File: src/rtl/dircc_router_pkg.sv
// Shared types for the dircc stream router.
//   port_e      : identifies a router port (local node or network link)
//   out_state_e : per-output packet lock state
//   st_beat_t   : one Avalon-ST beat (payload plus framing)
//   route_dest  : destination decision taken from a packet header
package dircc_router_pkg;

  localparam int ST_DATA_W  = 32;
  localparam int ST_EMPTY_W = 2;
  localparam int NUM_PORTS  = 2;

  typedef enum logic {
    PORT_LOCAL = 1'b0,
    PORT_NET   = 1'b1
  } port_e;

  typedef enum logic {
    OS_IDLE   = 1'b0,
    OS_LOCKED = 1'b1
  } out_state_e;

  typedef struct packed {
    logic [ST_DATA_W-1:0]  data;
    logic                  sop;
    logic                  eop;
    logic [ST_EMPTY_W-1:0] empty;
  } st_beat_t;

  // A header equal to this node's address is delivered locally,
  // everything else is pushed back out onto the network.
  function automatic port_e route_dest(input logic [ST_DATA_W-1:0] hdr,
                                       input logic [ST_DATA_W-1:0] self_addr);
    return (hdr == self_addr) ? PORT_LOCAL : PORT_NET;
  endfunction

endpackage

File: src/rtl/dircc_st_pipe_reg.sv
// One-entry Avalon-ST output register.
//   clk, rst_n       : clock, asynchronous active-low reset
//   in_valid/in_beat : beat offered by the router core
//   in_ready         : register can take a beat this cycle (empty or draining)
//   out_valid/out_beat/out_ready : downstream Avalon-ST interface
// Holds its contents unchanged while out_valid && !out_ready, and supports
// one beat per cycle when out_ready stays high.
module dircc_st_pipe_reg
  import dircc_router_pkg::*;
(
  input  logic     clk,
  input  logic     rst_n,
  input  logic     in_valid,
  input  st_beat_t in_beat,
  output logic     in_ready,
  output logic     out_valid,
  output st_beat_t out_beat,
  input  logic     out_ready
);

  logic     valid_reg;
  st_beat_t beat_reg;

  assign in_ready  = !valid_reg || out_ready;
  assign out_valid = valid_reg;
  assign out_beat  = beat_reg;

  always_ff @(posedge clk or negedge rst_n) begin
    if (!rst_n) begin
      valid_reg <= 1'b0;
      beat_reg  <= '0;
    end else if (in_valid && in_ready) begin
      valid_reg <= 1'b1;
      beat_reg  <= in_beat;
    end else if (out_ready) begin
      valid_reg <= 1'b0;
    end
  end

endmodule

File: src/rtl/dircc_stream_router.sv
// Two-port packet router between the local processing node and the
// network link. The sop beat of each packet carries the destination
// address; matching packets go to local_out, all others to net_out.
// Each output is locked to one input for a whole packet, with per-output
// round-robin arbitration when both inputs contend.
//   clk_routing_clk, reset_routing_reset_n : clock, async active-low reset
//   address_address        : this node's address, compared at each sop
//   local_in_* / net_in_*  : Avalon-ST sinks (node stream_out, network link)
//   local_out_* / net_out_*: Avalon-ST sources (node stream_in, network link)
//   drop_count             : saturating count of discarded unframed beats
module dircc_stream_router
  import dircc_router_pkg::*;
#(
  parameter int DATA_W  = ST_DATA_W,   // must match the st_beat_t payload width
  parameter int EMPTY_W = ST_EMPTY_W,  // must match the st_beat_t empty width
  parameter int CNT_W   = 16,
  parameter int RR_INIT = 0
) (
  input  logic               clk_routing_clk,
  input  logic               reset_routing_reset_n,
  input  logic [DATA_W-1:0]  address_address,

  input  logic               local_in_valid,
  input  logic [DATA_W-1:0]  local_in_data,
  input  logic               local_in_startofpacket,
  input  logic               local_in_endofpacket,
  input  logic [EMPTY_W-1:0] local_in_empty,
  output logic               local_in_ready,

  input  logic               net_in_valid,
  input  logic [DATA_W-1:0]  net_in_data,
  input  logic               net_in_startofpacket,
  input  logic               net_in_endofpacket,
  input  logic [EMPTY_W-1:0] net_in_empty,
  output logic               net_in_ready,

  output logic               local_out_valid,
  output logic [DATA_W-1:0]  local_out_data,
  output logic               local_out_startofpacket,
  output logic               local_out_endofpacket,
  output logic [EMPTY_W-1:0] local_out_empty,
  input  logic               local_out_ready,

  output logic               net_out_valid,
  output logic [DATA_W-1:0]  net_out_data,
  output logic               net_out_startofpacket,
  output logic               net_out_endofpacket,
  output logic [EMPTY_W-1:0] net_out_empty,
  input  logic               net_out_ready,

  output logic [CNT_W-1:0]   drop_count
);

  // Arrays are indexed by port_e: [0] = local, [1] = net.
  logic       in_valid   [NUM_PORTS];
  st_beat_t   in_beat    [NUM_PORTS];
  logic       in_ready   [NUM_PORTS];
  port_e      dest       [NUM_PORTS];
  logic       engaged    [NUM_PORTS];
  logic       drop       [NUM_PORTS];

  out_state_e state_reg  [NUM_PORTS];
  out_state_e state_next [NUM_PORTS];
  port_e      src_reg    [NUM_PORTS];
  port_e      src_next   [NUM_PORTS];
  logic       rr_reg     [NUM_PORTS];
  logic       rr_next    [NUM_PORTS];

  logic [NUM_PORTS-1:0] req [NUM_PORTS];
  logic       grant      [NUM_PORTS];
  port_e      grant_src  [NUM_PORTS];
  logic       active     [NUM_PORTS];
  port_e      act_src    [NUM_PORTS];
  logic       load       [NUM_PORTS];

  logic       pipe_valid [NUM_PORTS];
  st_beat_t   pipe_beat  [NUM_PORTS];
  logic       can_accept [NUM_PORTS];
  logic       out_valid  [NUM_PORTS];
  st_beat_t   out_beat   [NUM_PORTS];
  logic       out_ready  [NUM_PORTS];

  logic [CNT_W-1:0] drop_count_reg;
  logic [CNT_W-1:0] drop_count_next;
  logic [CNT_W:0]   drop_sum;

  assign in_valid[0] = local_in_valid;
  assign in_valid[1] = net_in_valid;
  assign in_beat[0]  = '{data: local_in_data, sop: local_in_startofpacket,
                         eop: local_in_endofpacket, empty: local_in_empty};
  assign in_beat[1]  = '{data: net_in_data, sop: net_in_startofpacket,
                         eop: net_in_endofpacket, empty: net_in_empty};
  assign out_ready[0] = local_out_ready;
  assign out_ready[1] = net_out_ready;

  always_comb begin
    for (int i = 0; i < NUM_PORTS; i++) begin
      dest[i]    = route_dest(in_beat[i].data, address_address);
      engaged[i] = 1'b0;
    end

    // An input is mid-packet exactly when some output is locked to it, so
    // the route decision lives in the output lock and address changes
    // after the sop have no effect.
    for (int o = 0; o < NUM_PORTS; o++) begin
      if (state_reg[o] == OS_LOCKED) engaged[src_reg[o]] = 1'b1;
    end

    for (int o = 0; o < NUM_PORTS; o++) begin
      for (int i = 0; i < NUM_PORTS; i++) begin
        req[o][i] = in_valid[i] && in_beat[i].sop && !engaged[i] &&
                    (dest[i] == ((o == 0) ? PORT_LOCAL : PORT_NET));
      end

      grant[o]     = 1'b0;
      grant_src[o] = PORT_LOCAL;
      rr_next[o]   = rr_reg[o];
      if (state_reg[o] == OS_IDLE) begin
        if (req[o][0] && req[o][1]) begin
          grant[o]     = 1'b1;
          grant_src[o] = rr_reg[o] ? PORT_NET : PORT_LOCAL;
          rr_next[o]   = !rr_reg[o];
        end else if (req[o][0]) begin
          grant[o]     = 1'b1;
          grant_src[o] = PORT_LOCAL;
        end else if (req[o][1]) begin
          grant[o]     = 1'b1;
          grant_src[o] = PORT_NET;
        end
      end

      // A grant takes effect in the same cycle, so a single-beat packet
      // can be granted, forwarded and released without leaving IDLE.
      active[o]     = (state_reg[o] == OS_LOCKED) || grant[o];
      act_src[o]    = (state_reg[o] == OS_LOCKED) ? src_reg[o] : grant_src[o];
      pipe_valid[o] = active[o] && in_valid[act_src[o]];
      pipe_beat[o]  = in_beat[act_src[o]];
      load[o]       = pipe_valid[o] && can_accept[o];

      state_next[o] = state_reg[o];
      src_next[o]   = src_reg[o];
      if (active[o]) begin
        src_next[o]   = act_src[o];
        state_next[o] = (load[o] && pipe_beat[o].eop) ? OS_IDLE : OS_LOCKED;
      end
    end

    // Unframed beats on an idle input are swallowed; a pending sop that is
    // not (yet) granted is held off.
    for (int i = 0; i < NUM_PORTS; i++) begin
      in_ready[i] = !engaged[i] && !in_beat[i].sop;
      drop[i]     = in_valid[i] && !engaged[i] && !in_beat[i].sop;
    end
    for (int o = 0; o < NUM_PORTS; o++) begin
      if (active[o]) in_ready[act_src[o]] = can_accept[o];
    end
    for (int i = 0; i < NUM_PORTS; i++) begin
      in_ready[i] = in_ready[i] && reset_routing_reset_n;
      drop[i]     = drop[i] && reset_routing_reset_n;
    end
  end

  // Both inputs may drop in the same cycle; saturate rather than wrap.
  always_comb begin
    drop_sum = {1'b0, drop_count_reg}
             + {{CNT_W{1'b0}}, drop[0]}
             + {{CNT_W{1'b0}}, drop[1]};
    drop_count_next = drop_sum[CNT_W] ? {CNT_W{1'b1}} : drop_sum[CNT_W-1:0];
  end

  always_ff @(posedge clk_routing_clk or negedge reset_routing_reset_n) begin
    if (!reset_routing_reset_n) begin
      for (int o = 0; o < NUM_PORTS; o++) begin
        state_reg[o] <= OS_IDLE;
        src_reg[o]   <= PORT_LOCAL;
        rr_reg[o]    <= (RR_INIT != 0);
      end
      drop_count_reg <= '0;
    end else begin
      for (int o = 0; o < NUM_PORTS; o++) begin
        state_reg[o] <= state_next[o];
        src_reg[o]   <= src_next[o];
        rr_reg[o]    <= rr_next[o];
      end
      drop_count_reg <= drop_count_next;
    end
  end

  generate
    for (genvar gi = 0; gi < NUM_PORTS; gi++) begin : g_out
      dircc_st_pipe_reg u_pipe (
        .clk       (clk_routing_clk),
        .rst_n     (reset_routing_reset_n),
        .in_valid  (pipe_valid[gi]),
        .in_beat   (pipe_beat[gi]),
        .in_ready  (can_accept[gi]),
        .out_valid (out_valid[gi]),
        .out_beat  (out_beat[gi]),
        .out_ready (out_ready[gi])
      );
    end
  endgenerate

  assign local_in_ready          = in_ready[0];
  assign net_in_ready            = in_ready[1];

  assign local_out_valid         = out_valid[0];
  assign local_out_data          = out_beat[0].data;
  assign local_out_startofpacket = out_beat[0].sop;
  assign local_out_endofpacket   = out_beat[0].eop;
  assign local_out_empty         = out_beat[0].empty;

  assign net_out_valid           = out_valid[1];
  assign net_out_data            = out_beat[1].data;
  assign net_out_startofpacket   = out_beat[1].sop;
  assign net_out_endofpacket     = out_beat[1].eop;
  assign net_out_empty           = out_beat[1].empty;

  assign drop_count              = drop_count_reg;

endmodule

File: config.mk
export PLATFORM = sky130hd
export DESIGN_NAME = dircc_stream_router
export DESIGN_NICKNAME = d
export VERILOG_FILES = /design/src/rtl/dircc_router_pkg.sv /design/src/rtl/dircc_st_pipe_reg.sv /design/src/rtl/dircc_stream_router.sv
export SDC_FILE = /design/constraint.sdc
export NUM_CORES = 1
export LEC_CHECK = 0
export ABC_AREA = 1
export BUFFER_PORTS_ARGS = -buffer_cell sky130_fd_sc_hd__buf_2
export CORE_MARGIN = 2
export CORE_UTILIZATION = 50
export CTS_CLUSTER_DIAMETER = 40
export DETAILED_ROUTE_END_ITERATION = 6
export PLACE_DENSITY = 0.81
export SYNTH_ARGS = -nofsm -noshare
export SYNTH_HDL_FRONTEND = slang
export SYNTH_SLANG_ARGS = --single-unit
export TNS_END_PERCENT = 50
File: constraint.sdc
create_clock -name clk_routing_clk -period 3.3 [get_ports clk_routing_clk]
set_clock_uncertainty 0.2 [all_clocks]
set_input_delay 0.66 -clock clk_routing_clk [delete_from_list [all_inputs] [get_ports clk_routing_clk]]
set_output_delay 0.66 -clock clk_routing_clk [all_outputs]
set_load 0.005 [all_outputs]
==> flow_summary_export.csv, run 1 <==
group,metric,value,unit
run_status,status,"finished, final reports clean",
yosys,yosys.area.top_type,"dfrtp_1",
critical_path,critPathLaunch,"address_address[5]",
critical_path,reg2reg_setup_slack,0.27,ns
sta,timing.final.crit_period,3.238,ns
global_route,antenna_found_initial,0,
die,die_h,114.6,um
yosys,postSynthRegisterBits,96,
clocking,cts_tree,"done",
global_route,gr-usage-met3,5.664,%
critical_path,r2r_end,"drop_count[13]",
critical_path,reg2reg_depth,19,
critical_path,criticalPathCategory,"in -> out",
yosys,synth_cells,938,
finish,nNetsFinal,1254,
clocking,cts_buffer_depth,2,
yosys,synth_cell_types,28,
sta,hold_violations,0,
placed_design,portBuffers,201,
power_and_ir_drop,ir_worst_vdd,461.0,uV
sta,clock.fmax,308.9,MHz
die,ios,202,
yosys,seq_area_frac_synth,39.30,%
finish,drive_above_1_share,26.68,%
critical_path,r2r_start,"state_reg[1]",
global_route,grt_busiest_layer,"met2",
clocking,clock_sinks,96,
global_route,grt_pass1_vias,5991,
yosys,synth-edff-count,0,
power_and_ir_drop,p_leak,0.004777,uW
critical_path,endpoint,"local_in_ready",
critical_path,crit_path_max_fanout,3,
global_route,grtUsageMet2,45.13,%
yosys,yosys.area.top_type_share,39.30,%
die,die_area,13130,um2
clocking,numCtsBuffers,9,
clocking,clk_pin_slew,0.07,ns
critical_path,critPathRequiredTime,2.44,ns
yosys,syn_area,6113,um2
yosys,ys_top_cells_by_count,"nand2_1, inv_1, dfrtp_1, nand3_1, o21ai_0",
yosys,synth_area_leaders,"dfrtp_1, nand2_1, nand3_1",
yosys,async_flop_share,100.0,%
drt,via_per_inst,5.061,
placed_design,place_inst,1272,
drt,post_drt_wl_per_cell,13.86,um
finish,area_delta_synth_final,29.55,%
global_route,grtUsageMet1,35.00,%
yosys,yosysWarnings,0,
finish,layoutNonFillerInstCount,1294,
clocking,cts_hold_buf,0,
drt,routed_wl,17940,um
sta,final.setup.tns,0,ns
global_route,gr-total-overflow,0,
die,core_area,11960,um2
power_and_ir_drop,power_density,757.3,nW/um2
critical_path,arrival,2.38,ns
global_route,grt_pass1_wl,28140,um
flow_run,maxCapViolCount,0,
drt,first_pass_iters,5,
global_route,grtUsageTotal,26.93,%
sta,slew_viol_final,0,
yosys,avgSynthCellArea,6.517,um2
critical_path,startpoint_type,"primary input",
sta,rsz0062_at_grt,"yes",
finish,largest_register_ff_count,72,
global_route,grt_start_max_net_pins,51,
drt,dr.first_iter.drc_count,380,
sta,slew_headroom,58.41,%
clocking,clkLatencyLatePin,0.34,ns
finish,fill_cells,1059,
die,row_count,40,
sta,finalSetupViolations,0,
sta,min_period_over_period,98.11,%
placed_design,place_congestion,0.8891,
placed_design,dpl.hpwl,12680,um
drt,drc,0,
finish,antenna_cells,0,
drt,antenna_left,0,
drt,routed-via-count,6549,
yosys,yosysMostFrequentCell,"nand2_1",
die,initial_core_util,51.11,%
critical_path,crit_path_end_kind,"output pin",
clocking,htreeDepth,3,
min_path,hold_path.class,"in -> async",
yosys,synth-main-ff-cell,"dfrtp_1",
yosys,synth_nets,1050,
clocking,cts_root_buffer,"clkbuf_16",
die,dieWidth,114.6,um
sta,worst_pin_slew,0.6238,ns
==> per-stage QoR <==
step	utilization, %	cell area (um2)	hold WS (ns)	power (uW)	setup slack, ns
6_report	66.21	7920	0.05530	5998	0.06227
3_5_place_dp	61.12	7311	0.2526	4760	0.006980
5_1_grt	66.21	7920	0.05706	6483	-0.04579
3_3_place_gp	61.12	7311	0.2492	4692	0.03996
4_1_cts	63.82	7634	0.05057	5916	0.007875
2_1_floorplan	-	6113	0.1644	3631	0.3625
==> repair_timing <==
| action | 4_1_cts | 5_1_grt |
|---|---|---|
| buffers inserted | 0 | 6 |
| resized for setup | 0 | 63 |
| endpoints found under the setup margin | 0 | 4 |
==> worst max-delay path: stages <==
cell      delay (ns)
buf_2           0.12
xnor2_1         0.18
nand2_1         0.09
nor2_2          0.18
nand2_2         0.10
nor2_4          0.13
nand2_4         0.08
nor2_4          0.12
nand3_2         0.11
nand2_2         0.10
nand3_2         0.08
nand3b_1        0.09
nand2_1         0.07
nor2_2          0.13
buf_2           0.13
==> logic make-up (layout without fill, tap and decap cells) <==
logic type	Yosys count	in the layout	share of synthesized area (%)
flip-flops	96	96	39.30
buffers and inverters	158	367	10.70
XOR/XNOR	30	30	4.298
AO/OA/AOI/OAI	79	79	6.611
adder cells (fa/ha/maj)	2	2	0.5321
AND/OR/NAND/NOR	573	573	38.56
==> worst min-delay path by stage <==
stage                                      start  depth (start not counted)                      endpoint
finish                     reset_routing_reset_n                          2                  state_reg[0]
global route               reset_routing_reset_n                          2                  state_reg[0]
CTS                        reset_routing_reset_n                          2                  state_reg[0]
detailed placement  g_out[1].u_pipe.out_beat[30]                          2  g_out[1].u_pipe.out_beat[30]
global placement    g_out[1].u_pipe.out_beat[10]                          2  g_out[1].u_pipe.out_beat[10]
floorplan                  reset_routing_reset_n                          0                 drop_count[0]
==> cells in the final DEF (no fill, tap or decap), types with 9 or more instances in the layout <==
master / count
clkbuf_16: 9
nor2_2: 13
nand2_2: 10
nor2_1: 40
buf_2: 191
nand2_1: 388
dfrtp_1: 96
nand3_1: 93
xnor2_1: 12
xnor2_2: 10
inv_1: 114
o21ai_0: 74
buf_4: 32
==> layout make-up <==
cell class | instances | area [um2] | share of cell area [%]
Clock buffer | 11 | 242.7 | 3.065
Clock inverter | 5 | 80.08 | 1.011
Inverter | 121 | 454.2 | 5.735
Multi-Input combinational cell | 684 | 3261 | 41.17
Sequential cell | 96 | 2402 | 30.33
Tap cell | 147 | 183.9 | 2.322
Timing Repair Buffer | 230 | 1296 | 16.37
==> metal layers <==
metal / wire, um / part of all wire, %
met4: 280 / 1.6
met3: 1256 / 7.0
met2: 8516 / 47
met5: 0 / 0
met1: 7883 / 44
==> report_power, final <==
part	switching, uW	internal, uW
combinational	1780	1120
clock	463	685
sequential	277	1670
No activity file was read; power rests on OpenSTA's default activity.
==> run 2: changes to the inputs <==
Settings changed: CTS_BUF_LIST from default to sky130_fd_sc_hd__clkbuf_16.
==> run 2 against run 1 <==
- global-route usage is 0.10 points lower
- count of clock-buffer cells in the layout fell by 2
- register-to-register slack gained 0.08 ns
- highest routed layer unchanged
==> flow_summary_export.csv, run 2 (same netlist as run 1, synthesis figures left out) <==
group,metric,value,unit
global_route,gr-total-overflow,0,
sta,timing.final.crit_period,3.226,ns
finish,drive_above_1_share,26.44,%
clocking,cts_tree,"done",
placed_design,placed_area,7311,um2
finish,antenna_cells,0,
drt,drc,0,
finish,final_area,7873,um2
placed_design,place_inst,1272,
global_route,grtUsageTotal,26.83,%
sta,worst_pin_slew,0.6164,ns
power_and_ir_drop,pwr-share-comb,48.4,%
die,die_area,13130,um2
sta,rsz0062_at_grt,"yes",
critical_path,path_buf_inv,2,
finish,nNetsFinal,1253,
clocking,clk_pin_slew,0.07,ns
power_and_ir_drop,ir_worst_vdd,454.7,uV
critical_path,crit_family,"simple AND/OR/NAND/NOR gates",
clocking,cts_root_buffer,"clkbuf_16",
critical_path,crit_path_max_fanout,3,
critical_path,startpoint_type,"primary input",
placed_design,place_congestion,0.8891,
critical_path,crit_path_top_delay_cell,"xnor2_1",
clocking,cts_buffer_depth,2,
clocking,clkLatencyLatePin,0.34,ns
die,row_count,40,
placed_design,place_ws,0.006980,ns
sta,min_period_over_period,97.75,%
finish,final_common_cell,"nand2_1",
flow_run,maxCapViolCount,0,
critical_path,crit_top_cell,"nand2_2",
sta,slew_viol_final,0,
placed_design,dpl.hpwl,12680,um
min_path,hold_path.class,"in -> async",
critical_path,path_cells,"buf_2 > xnor2_1 > nand2_1 > nor2_2 > nand2_2 > nor2_4 > nand2_2 > nor2_4 > nand3_2 > nand2_2 > nand3_2 > nand3b_1 > nand2_1 > nor2_2 > buf_2",
placed_design,portBuffers,201,
critical_path,max_stage_delay,0.18,ns
global_route,grt_pass1_wl,28050,um
die,core_area,11960,um2
sta,setup_slack,0.07418,ns
drt,routed_wl,17620,um
power_and_ir_drop,seq_power_share,32.8,%
critical_path,critPathRequiredTime,2.44,ns
global_route,antenna_found_initial,0,
drt,first_pass_iters,5,
sta,hold_violations,0,
critical_path,crit_path_end_kind,"output pin",
drt,antenna_left,0,
finish,layoutNonFillerInstCount,1293,
power_and_ir_drop,internal_power,3449,uW
drt,via_per_inst,5.057,
die,ios,202,
sta,clock.fmax,310.0,MHz
clocking,htreeDepth,3,
run_status,status,"finished, final reports clean",
finish,final_cell_mix,"nand2_1, buf_2, inv_1",
finish,largest_register_ff_count,72,
power_and_ir_drop,sw_frac_of_total,41.96,%
sta,slew_headroom,58.91,%
power_and_ir_drop,p_leak,0.004745,uW
sta,finalSetupViolations,0,
power_and_ir_drop,power_switching,2494,uW
power_and_ir_drop,p_total,5942,uW
finish,area_delta_synth_final,28.78,%
clocking,numCtsBuffers,9,
global_route,grt_pass1_vias,5975,
critical_path,arrival,2.37,ns
die,initial_core_util,51.11,%
global_route,grt_start_max_net_pins,51,
drt,post_drt_wl_per_cell,13.62,um
die,die_h,114.6,um
clocking,clock_sinks,96,
critical_path,criticalPathCategory,"in -> out",
power_and_ir_drop,power_density,754.8,nW/um2
die,dieWidth,114.6,um
drt,dr.first_iter.drc_count,414,
power_and_ir_drop,clkPwrFrac,18.8,%
sta,fin_hold_ws,0.05792,ns
drt,routed-via-count,6539,
-- run 2: repair_timing --
item                                   in CTS  in global routing
endpoints found under the hold margin       0                  0
setup endpoints to repair                   0                  4
gates resized for setup                     0                 58
hold buffers                                0                  0
buffers inserted                            0                  5
-- run 2: cell type report --
type | count | area (um2)
Clock inverter | 7 | 87.58
Inverter | 121 | 454.2
Sequential cell | 96 | 2402
Multi-Input combinational cell | 684 | 3243
Fill cell | 1065 | 4089
Tap cell | 147 | 183.9
Clock buffer | 9 | 225.2
Timing Repair Buffer | 229 | 1276
-- run 2: path summary, 6_finish.rpt --
check	startpoint	depth (start not counted)	endpoint	slack, ns
setup / recovery	address_address[5]	15	local_in_ready	0.07
min in group clk_routing_clk	g_out[1].u_pipe.out_beat[32]	2	g_out[1].u_pipe.out_beat[32]	0.27
setup reg to reg	state_reg[1]	19	drop_count[13]	0.35
hold / removal	reset_routing_reset_n	2	state_reg[0]	0.06
hold reg to reg	g_out[1].u_pipe.out_beat[32]	2	g_out[1].u_pipe.out_beat[32]	0.27
max in group asynchronous	reset_routing_reset_n	3	g_out[0].u_pipe.out_beat[19]	1.56
-- run 2: worst reg2reg max path, delay by kind of cell, from the launching register on --
kind | cells | cell delay [ns]
simple gates | 13 | 1.52
flops | 1 | 0.39
buf+inv | 5 | 0.42
fa+ha+maj | 1 | 0.36
-- run 2: per-stage QoR --
step | setup TNS, ns | utilization, %
floorplan | 0 | -
global placement | 0 | 61.12
detailed placement | 0 | 61.12
CTS | 0 | 63.73
global route | -0.04382 | 65.82
finish | 0 | 65.82
-- run 2: routing by layer --
layer	GRT usage, %	wire (um)	up-vias
li1	-	-	3292
met1	34.93	7751	2985
met2	45.01	8296	235
met3	5.611	1278	27
met4	8.130	291	0
met5	0	0	-
-- run 2: power by group through the flow --
stage	clock network, uW	logic [uW]	registers [uW]
6_report	1120	2880	1950
5_1_grt	1180	3270	2000
4_1_cts	1130	2810	1950
3_5_place_dp	0	2800	1960
3_3_place_gp	0	2730	1960
2_1_floorplan	0	1650	1980
==> run 3: changes to the inputs <==
Settings changed: CORE_ASPECT_RATIO from default to 0.9.
==> run 3 against run 2 <==
- critical path depth fell by 2
- flip-flop and latch count did not move
- combinational power is 1% lower
- critical path type unchanged
==> flow_summary_export.csv, run 3 (same netlist as run 1, synthesis figures left out) <==
group,metric,value,unit
die,core_area,11980,um2
run_status,status,"finished, final reports clean",
clocking,clkLatencyLatePin,0.35,ns
critical_path,crit_path_max_fanout,3,
power_and_ir_drop,power_switching,2471,uW
drt,antenna_left,0,
die,row_count,38,
clocking,clk_pin_slew,0.06,ns
power_and_ir_drop,power_density,761.2,nW/um2
critical_path,reg2reg_depth,19,
power_and_ir_drop,sw_frac_of_total,42.08,%
clocking,numCtsBuffers,9,
critical_path,criticalPathCategory,"in -> out",
critical_path,crit_path_top_delay_cell,"a21oi_4",
power_and_ir_drop,ir_worst_vdd,368.9,uV
power_and_ir_drop,pwr-share-comb,48.4,%
critical_path,crit_top_cell,"nand3_1",
sta,timing.final.crit_period,3.206,ns
power_and_ir_drop,p_leak,0.004674,uW
critical_path,arrival,2.35,ns
power_and_ir_drop,internal_power,3400,uW
critical_path,critPathRequiredTime,2.44,ns
sta,hold_violations,0,
critical_path,path_cells,"buf_2 > xnor2_1 > nand2_1 > nor2_2 > nand2_1 > nor2_2 > nand3_1 > a21oi_4 > nand3_1 > o211ai_1 > nand3_1 > inv_1 > buf_2",
placed_design,portBuffers,201,
sta,min_period_over_period,97.15,%
sta,setup_slack,0.09418,ns
finish,nNetsFinal,1248,
global_route,grt_start_max_net_pins,74,
drt,first_pass_iters,5,
finish,fin_util,64.37,%
critical_path,crit_family,"simple AND/OR/NAND/NOR gates",
min_path,hold_path.class,"in -> async",
global_route,antenna_found_initial,0,
finish,final_cell_mix,"nand2_1, buf_2, inv_1",
clocking,cts_buffer_depth,2,
power_and_ir_drop,seq_power_share,33.1,%
drt,routed-via-count,6522,
power_and_ir_drop,clkPwrFrac,18.5,%
die,die_area,13130,um2
clocking,cts_tree,"done",
die,dieWidth,120.6,um
global_route,grt_pass1_wl,28990,um
clocking,cts_hold_buf,0,
critical_path,startpoint_type,"primary input",
critical_path,crit_path_end_kind,"output pin",
sta,worst_pin_slew,0.7880,ns
critical_path,r2r_start,"state_reg[1]",
critical_path,path_buf_inv,3,
finish,drive_above_1_share,23.86,%
power_and_ir_drop,p_total,5871,uW
finish,area_delta_synth_final,26.16,%
sta,finalSetupViolations,0,
critical_path,r2r_end,"drop_count[13]",
drt,drc,0,
clocking,clock_sinks,96,
drt,routed_wl,17850,um
finish,fill_cells,1195,
sta,slew_headroom,47.47,%
sta,clock.fmax,311.9,MHz
sta,slew_viol_final,0,
critical_path,reg2reg_setup_slack,0.32,ns
global_route,grtUsageTotal,28.13,%
die,initial_core_util,51.02,%
critical_path,max_stage_delay,0.22,ns
sta,rsz0062_at_grt,"yes",
global_route,gr-total-overflow,0,
finish,antenna_cells,0,
finish,final_common_cell,"nand2_1",
die,ios,202,
flow_run,maxCapViolCount,0,
clocking,htreeDepth,3,
finish,largest_register_ff_count,72,
drt,post_drt_wl_per_cell,13.73,um
placed_design,place_ws,0.008741,ns
placed_design,dpl.hpwl,12940,um
drt,dr.first_iter.drc_count,441,
placed_design,place_congestion,0.8769,
clocking,cts_root_buffer,"clkbuf_16",
drt,via_per_inst,5.017,
global_route,grt_pass1_vias,6005,
die,die_h,108.9,um
run 3: worst max path at each step:
stage                         start                      endpoint  slack [ns]  cells past startpoint
6_report         address_address[2]                  net_in_ready        0.09                     13
5_1_grt                state_reg[0]                  net_in_ready       -0.08                     12
4_1_cts         address_address[20]                local_in_ready       0.002                     15
3_5_place_dp    address_address[20]                local_in_ready       0.009                     15
3_3_place_gp    address_address[11]  g_out[0].u_pipe.out_beat[14]        0.06                     16
2_1_floorplan  net_in_startofpacket                drop_count[13]        0.36                     15
run 3: layout make-up:
type                       instances  area, um2  area share (%)
multi-input combinational        684       3137           40.67
sequential                        96       2402           31.15
timing repair buffer             224       1219           15.80
inverter                         121      454.2           5.889
clock buffer                       9      225.2           2.920
tap                              160      200.2           2.596
clock inverter                     6      75.07          0.9734
run 3: routing by layer:
| layer | vias up | part of all wire (%) | track usage (%) |
|---|---|---|---|
| met2 | 250 | 47 | 47.05 |
| met5 | - | 0 | 0 |
| met1 | 2958 | 43 | 35.89 |
| li1 | 3289 | - | - |
| met3 | 25 | 8.3 | 7.741 |
| met4 | 0 | 1.5 | 8.306 |
run 3: power by group through the flow:
stage	sequential [uW]	clock [uW]	combinational, uW
6_report	1950	1080	2840
3_3_place_gp	1950	0	2740
4_1_cts	1940	1110	2820
2_1_floorplan	1980	0	1650
3_5_place_dp	1950	0	2810
5_1_grt	2000	1170	3230
run 3: through the flow:
stage / hold WS [ns] / setup TNS, ns / cell area [um2] / cells
6_report: 0.1788 / 0 / 7712 / 1300
5_1_grt: 0.2171 / -0.1489 / 7712 / 1300
4_1_cts: 0.1858 / 0 / 7610 / 1296
3_5_place_dp: 0.2536 / 0 / 7310 / 1281
3_3_place_gp: 0.2493 / 0 / 7310 / 1281
2_1_floorplan: 0.1644 / 0 / 6113 / 938
run 3: what timing repair did:
action / CTS / global route
endpoints found under the setup margin: 0 / 5
resized for setup: 0 / 19
setup buffers: 0 / 4
hold endpoints to repair: 0 / 0
